`src/rtl/demux_pkg.sv`:
```
// demux_pkg
//   Shared definitions for the registered 1-to-4 demultiplexer.
//   NUM_CH / SEL_W size the channel fan-out and the select field,
//   CH_A..CH_D name the channel indices, and sel_decode turns a
//   select value into a one-hot channel mask.
package demux_pkg;

    localparam int NUM_CH = 4;
    localparam int SEL_W  = 2;

    localparam logic [SEL_W-1:0] CH_A = 2'd0;
    localparam logic [SEL_W-1:0] CH_B = 2'd1;
    localparam logic [SEL_W-1:0] CH_C = 2'd2;
    localparam logic [SEL_W-1:0] CH_D = 2'd3;

    // One-hot decode of a channel select.
    function automatic logic [NUM_CH-1:0] sel_decode(input logic [SEL_W-1:0] sel);
        logic [NUM_CH-1:0] onehot;
        onehot      = '0;
        onehot[sel] = 1'b1;
        return onehot;
    endfunction

endpackage

```
`src/rtl/demux_chan_slot.sv`:
```
// demux_chan_slot
//   One output slot of the demultiplexer: a single-word holding
//   register with its valid flag and a saturating transfer counter.
//
// Ports
//   clk, rst_n : clock, asynchronous active-low reset
//   load       : write d into the slot this edge (slot becomes valid)
//   pop        : consumer handshake this edge (valid && ready)
//   d          : word to load
//   o_valid    : slot holds a word
//   o_data     : held word; keeps the last word after it is popped
//   o_cnt      : completed output handshakes, saturating at all-ones
module demux_chan_slot #(
    parameter int WIDTH = 4,
    parameter int CNT_W = 8
) (
    input  logic             clk,
    input  logic             rst_n,
    input  logic             load,
    input  logic             pop,
    input  logic [WIDTH-1:0] d,
    output logic             o_valid,
    output logic [WIDTH-1:0] o_data,
    output logic [CNT_W-1:0] o_cnt
);

    logic             r_valid;
    logic [WIDTH-1:0] r_data;
    logic [CNT_W-1:0] r_cnt;

    always_ff @(posedge clk or negedge rst_n) begin
        if (!rst_n) begin
            r_valid <= 1'b0;
            r_data  <= '0;
            r_cnt   <= '0;
        end else begin
            // A load on the same edge as a pop reloads the slot, so
            // load takes priority over the clear.
            if (load) begin
                r_valid <= 1'b1;
                r_data  <= d;
            end else if (pop) begin
                r_valid <= 1'b0;
            end
            if (pop && (r_cnt != {CNT_W{1'b1}})) begin
                r_cnt <= r_cnt + 1'b1;
            end
        end
    end

    assign o_valid = r_valid;
    assign o_data  = r_data;
    assign o_cnt   = r_cnt;

endmodule

```
`src/rtl/demux_1to4_reg.sv`:
```
// demux_1to4_reg
//   Registered 1-to-4 demultiplexer. One producer word per cycle is
//   steered by in_sel into one of four single-word output slots, each
//   drained by its own consumer with a valid/ready handshake.
//
//   Handshake rule (both sides): a word moves on a rising edge where
//   valid && ready. in_ready depends only on the selected slot
//   (empty, or being drained this cycle) and never on in_valid.
//
// Ports
//   clk, rst_n : clock, asynchronous active-low reset
//   in_valid   : producer offers in_data for channel in_sel
//   in_ready   : selected slot can take a word this cycle
//   in_data    : producer word
//   in_sel     : destination channel 0..3 (a..d)
//   out_valid  : per-channel slot full, bit i = channel i
//   out_ready  : per-channel consumer ready
//   out_data   : channel i word at [i*WIDTH +: WIDTH]
//   xfer_cnt   : channel i handshake count at [i*CNT_W +: CNT_W]
module demux_1to4_reg
    import demux_pkg::*;
#(
    parameter int WIDTH = 4,
    parameter int CNT_W = 8
) (
    input  logic                    clk,
    input  logic                    rst_n,
    input  logic                    in_valid,
    output logic                    in_ready,
    input  logic [WIDTH-1:0]        in_data,
    input  logic [SEL_W-1:0]        in_sel,
    output logic [NUM_CH-1:0]       out_valid,
    input  logic [NUM_CH-1:0]       out_ready,
    output logic [NUM_CH*WIDTH-1:0] out_data,
    output logic [NUM_CH*CNT_W-1:0] xfer_cnt
);

    logic [NUM_CH-1:0] w_sel_oh;
    logic [NUM_CH-1:0] w_load;
    logic [NUM_CH-1:0] w_pop;
    logic              w_accept;

    assign w_sel_oh = sel_decode(in_sel);

    // Selected slot accepts when empty or when it is emptied on this edge.
    assign in_ready = !out_valid[in_sel] || out_ready[in_sel];
    assign w_accept = in_valid && in_ready;
    assign w_load   = w_sel_oh & {NUM_CH{w_accept}};
    assign w_pop    = out_valid & out_ready;

    for (genvar g = 0; g < NUM_CH; g++) begin : g_slot
        demux_chan_slot #(
            .WIDTH (WIDTH),
            .CNT_W (CNT_W)
        ) u_slot (
            .clk     (clk),
            .rst_n   (rst_n),
            .load    (w_load[g]),
            .pop     (w_pop[g]),
            .d       (in_data),
            .o_valid (out_valid[g]),
            .o_data  (out_data[g*WIDTH +: WIDTH]),
            .o_cnt   (xfer_cnt[g*CNT_W +: CNT_W])
        );
    end

endmodule

```
`config.mk`:
```
export PLATFORM = sky130hd
export DESIGN_NAME = demux_1to4_reg
export DESIGN_NICKNAME = d
export VERILOG_FILES = /design/src/rtl/demux_pkg.sv /design/src/rtl/demux_chan_slot.sv /design/src/rtl/demux_1to4_reg.sv
export SDC_FILE = /design/constraint.sdc
export NUM_CORES = 1
export LEC_CHECK = 0
export CAP_MARGIN = 20
export CORE_MARGIN = 5
export CORE_UTILIZATION = 30
export DETAILED_ROUTE_END_ITERATION = 8
export PLACE_DENSITY = 0.6
export SLEW_MARGIN = 25
export SYNTH_ARGS = -nofsm -noshare
export SYNTH_HDL_FRONTEND = slang
export SYNTH_SLANG_ARGS = --single-unit
```
`constraint.sdc`:
```
create_clock -name clk -period 3.3 [get_ports clk]
set_input_delay 0.495 -clock clk [delete_from_list [all_inputs] [get_ports clk]]
set_output_delay 0.495 -clock clk [all_outputs]
set_load 0.005 [all_outputs]
```
# --- Word level (Yosys, flattened, before mapping) ---
# Cells that the tools add are included.
word_totals:
  regBits: 52
  in_bits: 13
  out_inout_bits: 53
  word_cells: 50
op_classes:
  n_addsub: 4
  n_lt_le_gt_ge: 2
  eq_ne: 4
  mux: 14
  bitwise_logic: 2
  n_reduce_logical: 12
ops:
  columns: ["op", "n"]
  rows:
  - ["8-bit by 1-bit adder with 8-bit output (second input constant)", 4]
  - ["8-bit inequality test (second input constant)", 4]
  - ["1-bit 2-to-1 mux", 11]
  - ["4-bit bitwise AND", 2]
  - ["2-bit nonzero test", 4]
  - ["1-bit logical AND", 6]
  - ["1-bit binary-select mux with 2-bit select", 2]
  - ["2-bit by 3-bit less-than comparator with 1-bit output (second input constant)", 1]
  - ["1-bit demux with 2-bit select", 1]
  - ["2-bit by 1-bit greater-or-equal comparator with 1-bit output (second input constant)", 1]
  - ["1-bit zero test", 1]
  - ["1-bit logical OR", 1]

# --- Logic depth before layout (Yosys ltp) ---
depth:
  word_depth: 7
  depth_mapped: 5
  depth_no_buf: 5

# --- By module ---
# Synthesis repeated with hierarchy kept, for this count alone.
hier_totals:
  cells_unflattened: 197
  hier_area_um2: 2456.1
by_module_without_submodules:
  columns: ["module", "instances", "cells_per_inst", "area_per_inst_um2", "seq_area_each_um2"]
  rows:
  - ["demux_chan_slot", 4, 46, 581.8, 325.3]
  - ["demux_1to4_reg", 1, 13, 128.9, 0.0]

# --- Least setup slack after synthesis ---
# No wires, ideal clock.
synth_path:
  kind: "in2out"
  startpoint: "input port out_ready[3]"
  endpoint: "output port in_ready"
  t_arrival_ps: 1107
  t_required_ps: 2805
  setup_slack_ps: 1698
  cell_stages: 2
  path_buffers: 0
  path_cell_list: "nand2b_1 -> mux4_2"
synth_between:
  elab_chain_cells: 3
synth_lines:
  columns: ["element", "line", "text"]
  rows:
  - ["start: declaration", "demux_1to4_reg.sv:33", "input logic [NUM_CH-1:0] out_ready,"]
  - ["1-bit binary-select mux with 2-bit select", "demux_1to4_reg.sv:46", "assign in_ready = !out_valid[in_sel] || out_ready[in_sel];"]
  - ["1-bit 2-to-1 mux (implied by the code)", "demux_1to4_reg.sv:46", null]
  - ["1-bit logical OR", "demux_1to4_reg.sv:46", null]
  - ["end: declaration", "demux_1to4_reg.sv:29", "output logic in_ready,"]
# Every way passes these cells. The select of a mux whose other input is x is not followed.

# --- Final worst setup path ---
layout_path:
  startpoint: "input port out_ready[1]"
  endpoint: "output port in_ready"
# Same word-level chain as after synthesis.

==> summary.txt <==
Setup path
  – Most frequent CP cell: clkdlybuf4s50_1
  – Worst path required time: 2800 ps
  – Crit path max fanout: 5
  – Crit path cell chain: clkdlybuf4s50_1 > nand2b_1 > mux4_2 > clkdlybuf4s50_1
  – Startpoint types: primary input
  – Crit Reg-Reg Endpoint: g_slot[0].u_slot.o_cnt[1]$_DFFE_PN0P_
  – CP max-delay cell: clkdlybuf4s50_1
  – Kind of critical path: in2out
  – Crit. End Element: output pin
  – Critical Path Max Stage Delay: between 400 and 500 ps
  – Flop-to-flop setup slack: ~1700 ps
  – R2r worst-path depth: 5
  – Data arrival, critical path: 2150 ps
  – Reg2Reg Launch Point: g_slot[0].u_slot.o_cnt[0]$_DFFE_PN0P_

Timing
  – RSZ-0062 raised after global routing: false
  – Crit path time final: 2640 ps
  – Total negative slack: 0 ps
  – Pins Over Slew Limit: 0
  – Final setup viols: 0
  – Maximum clock rate: 378 MHz
  – Worst-Margin Slew: about 640 ps
  – Final period util: 80.1%
  – Worst slew margin: a little under three fifths
  – Final hold violation count: 0
  – Worst Clk Skew: between 9 and 10 ps

Finish
  – Area Growth Syn to Fin: 35.9%
  – Fin cells: 366
  – Fill count: 776
  – Layout cell share with drive strength beyond 1: 14.8%
  – NumNets Final: 280
  – Most common cell after layout, fill and taps aside: clkdlybuf4s50_1
  – Ant diodes: 0
  – Commonest non-fill, non-tap cells in the layout: clkdlybuf4s50_1, dfrtp_1, nand3_1

Synthesis
  – Area of the mapped netlist: 0.00235 mm2
  – Gate Count Post-Synth: 194
  – Synth Warn #: 0
  – Synth top area share: a little under three fifths
  – #FFs+latches synth: 52
  – Yosys top cell by area: dfrtp_1
  – Seq/Total Area, Yosys: 55.4%
  – Count of cell types in the netlist: 28
  – Avg Cell Area, Syn: about 12 um2
  – Largest cells by area after synthesis: dfrtp_1, mux2_2, xnor2_1
  – Post-Syn Nets: 211

Place
  – Final HPWL DP: ~3900 um
  – Buffers added on ports: 65
  – Routability cong.: 0.757
  – Placed instance count: around 360

Global route
  – Gr usage total: between 10% and 20%
  – Vias in the first global route: ~1700
  – Grt total ovfl: 0
  – First-pass GRT wire length: between 8000 and 9000 um
  – Initial antenna violation count: 0
  – Largest net degree at the start of global routing: 29

Min path
  – Hold crit path type: in2async

Clock tree
  – Clock network latency to the later pin of the worst-skew pair: between 300 and 400 ps
  – Clock tree sinks: 52
  – Worst-case clock buffer depth: 2
  – Clock-pin slew on the worst setup and hold paths: 100 ps
  – Post_cts resized: 0
  – # H-tree levels: 2
  – CTS Hold Buffers Added: 0
  – CTS Root Cell: clkbuf_8
  – Setup bufs post-CTS: 0
  – CTS Buf Count: 5
  – Clock tree from TritonCTS: done

Route
  – Via density: 4.64
  – DR iter-0 viols: 45
  – Final antenna-violating net count: 0
  – WL/cell: ~14 um
  – Total wire length: 5110 um
  – Total number of vias: 1699
  – Drt pass-1 iters: 4
  – Residual DRC: 0

Flow run
  – MaxCap Viol Count: 0

Die
  – Die Area: 0.00970 mm2
  – Die height: roughly 100 um
  – Row cnt: 32
  – Initial core utilization: 30.6%
  – Overall die width: ~100 um
  – # IOs: 66
  – Core area: 0.00769 mm2

Power
  – Cell area power density: 597 mW/mm2
  – Static Leak: 1.29 nW
  – VDD IR-drop max: between 0.2 and 0.25 mV

Run status
  – Outcome: finished, final reports clean
==> per-stage QoR <==
stage	utilization (%)	power, mW	worst slack [ps]	area (um2)	hold WS, ps
2_1_floorplan	-	1.16	1700	2350	199
3_3_place_gp	40.4	1.54	647	3100	491
3_5_place_dp	40.4	1.56	632	3100	495
4_1_cts	41.6	1.94	627	3190	221
5_1_grt	41.6	2.04	575	3190	256
6_report	41.6	1.91	655	3190	196
==> area by class of cell <==
class | instances | area, um2 | area share, %
Sequential cell | 52 | 1300 | 40.7
Clock inverter | 3 | 22.5 | 0.705
Clock buffer | 5 | 68.8 | 2.15
Timing Repair Buffer | 67 | 661 | 20.7
Tap cell | 102 | 128 | 4.00
Multi-Input combinational cell | 137 | 1010 | 31.7
==> per-layer routing <==
layer / track usage [%] / routed length (um)
met1: 14.4 / 2370
met2: 17.3 / 2400
met3: 4.10 / 315
met4: 3.15 / 28
met5: 0 / 0
==> how the worst max path moves through the flow <==
stage	start	end	slack, ps	depth (start not counted)
final	out_ready[1]	in_ready	660	4
after floorplan	out_ready[3]	in_ready	1700	2
after detailed placement	out_ready[1]	in_ready	630	4
after global placement	out_ready[2]	in_ready	650	4
after global routing	out_ready[2]	in_ready	580	4
after CTS	out_ready[1]	in_ready	630	4
==> worst max-delay path: cells and delay by family <==
kind          cells  cell delay (ps)
buf+inv           2              970
mux               1              460
simple gates      1              220
==> synthesized netlist by cell type <==
library cell and n:
mux2_1 5, and4_1 3, a21oi_1 5, nand3_2 2, mux2_2 19, nor2b_1 1
nand4_4 1, nand4_1 7, a31oi_1 3, nand2b_1 6, buf_4 4, and3_1 1
nand2_1 21, nand3_1 22, mux4_2 1, and2b_1 1, xnor2_1 17, nand3b_1 1
dfrtp_1 52, o21ai_0 1, o21a_1 2, clkbuf_2 1, mux2i_1 1, nor2_1 8
and4_4 3, ha_1 4, nand4_2 1, nor2_2 1
==> cell families after synthesis <==
| kind of cell | count (synthesis) | share of synthesized area [%] |
|---|---|---|
| xor+xnor | 17 | 6.34 |
| buf+inv | 5 | 1.49 |
| compound gates | 11 | 2.72 |
| flops | 52 | 55.4 |
| simple gates | 79 | 19.1 |
| mux | 26 | 12.9 |
| fa+ha+maj | 4 | 2.13 |
==> sequential cells by signal, indices dropped and copies added, names as in the netlist <==
name	count
g_slot.u_slot.o_data	16
g_slot.u_slot.o_valid	4
g_slot.u_slot.o_cnt	32
==> power breakdown <==
part	internal, mW	total [mW]	switching [mW]
Combinational	0.392	0.584	0.192
Clock	0.152	0.372	0.220
Sequential	0.783	0.951	0.168
Total	1.33	1.91	0.580
Note: power is estimated with default switching activity, not from simulation.
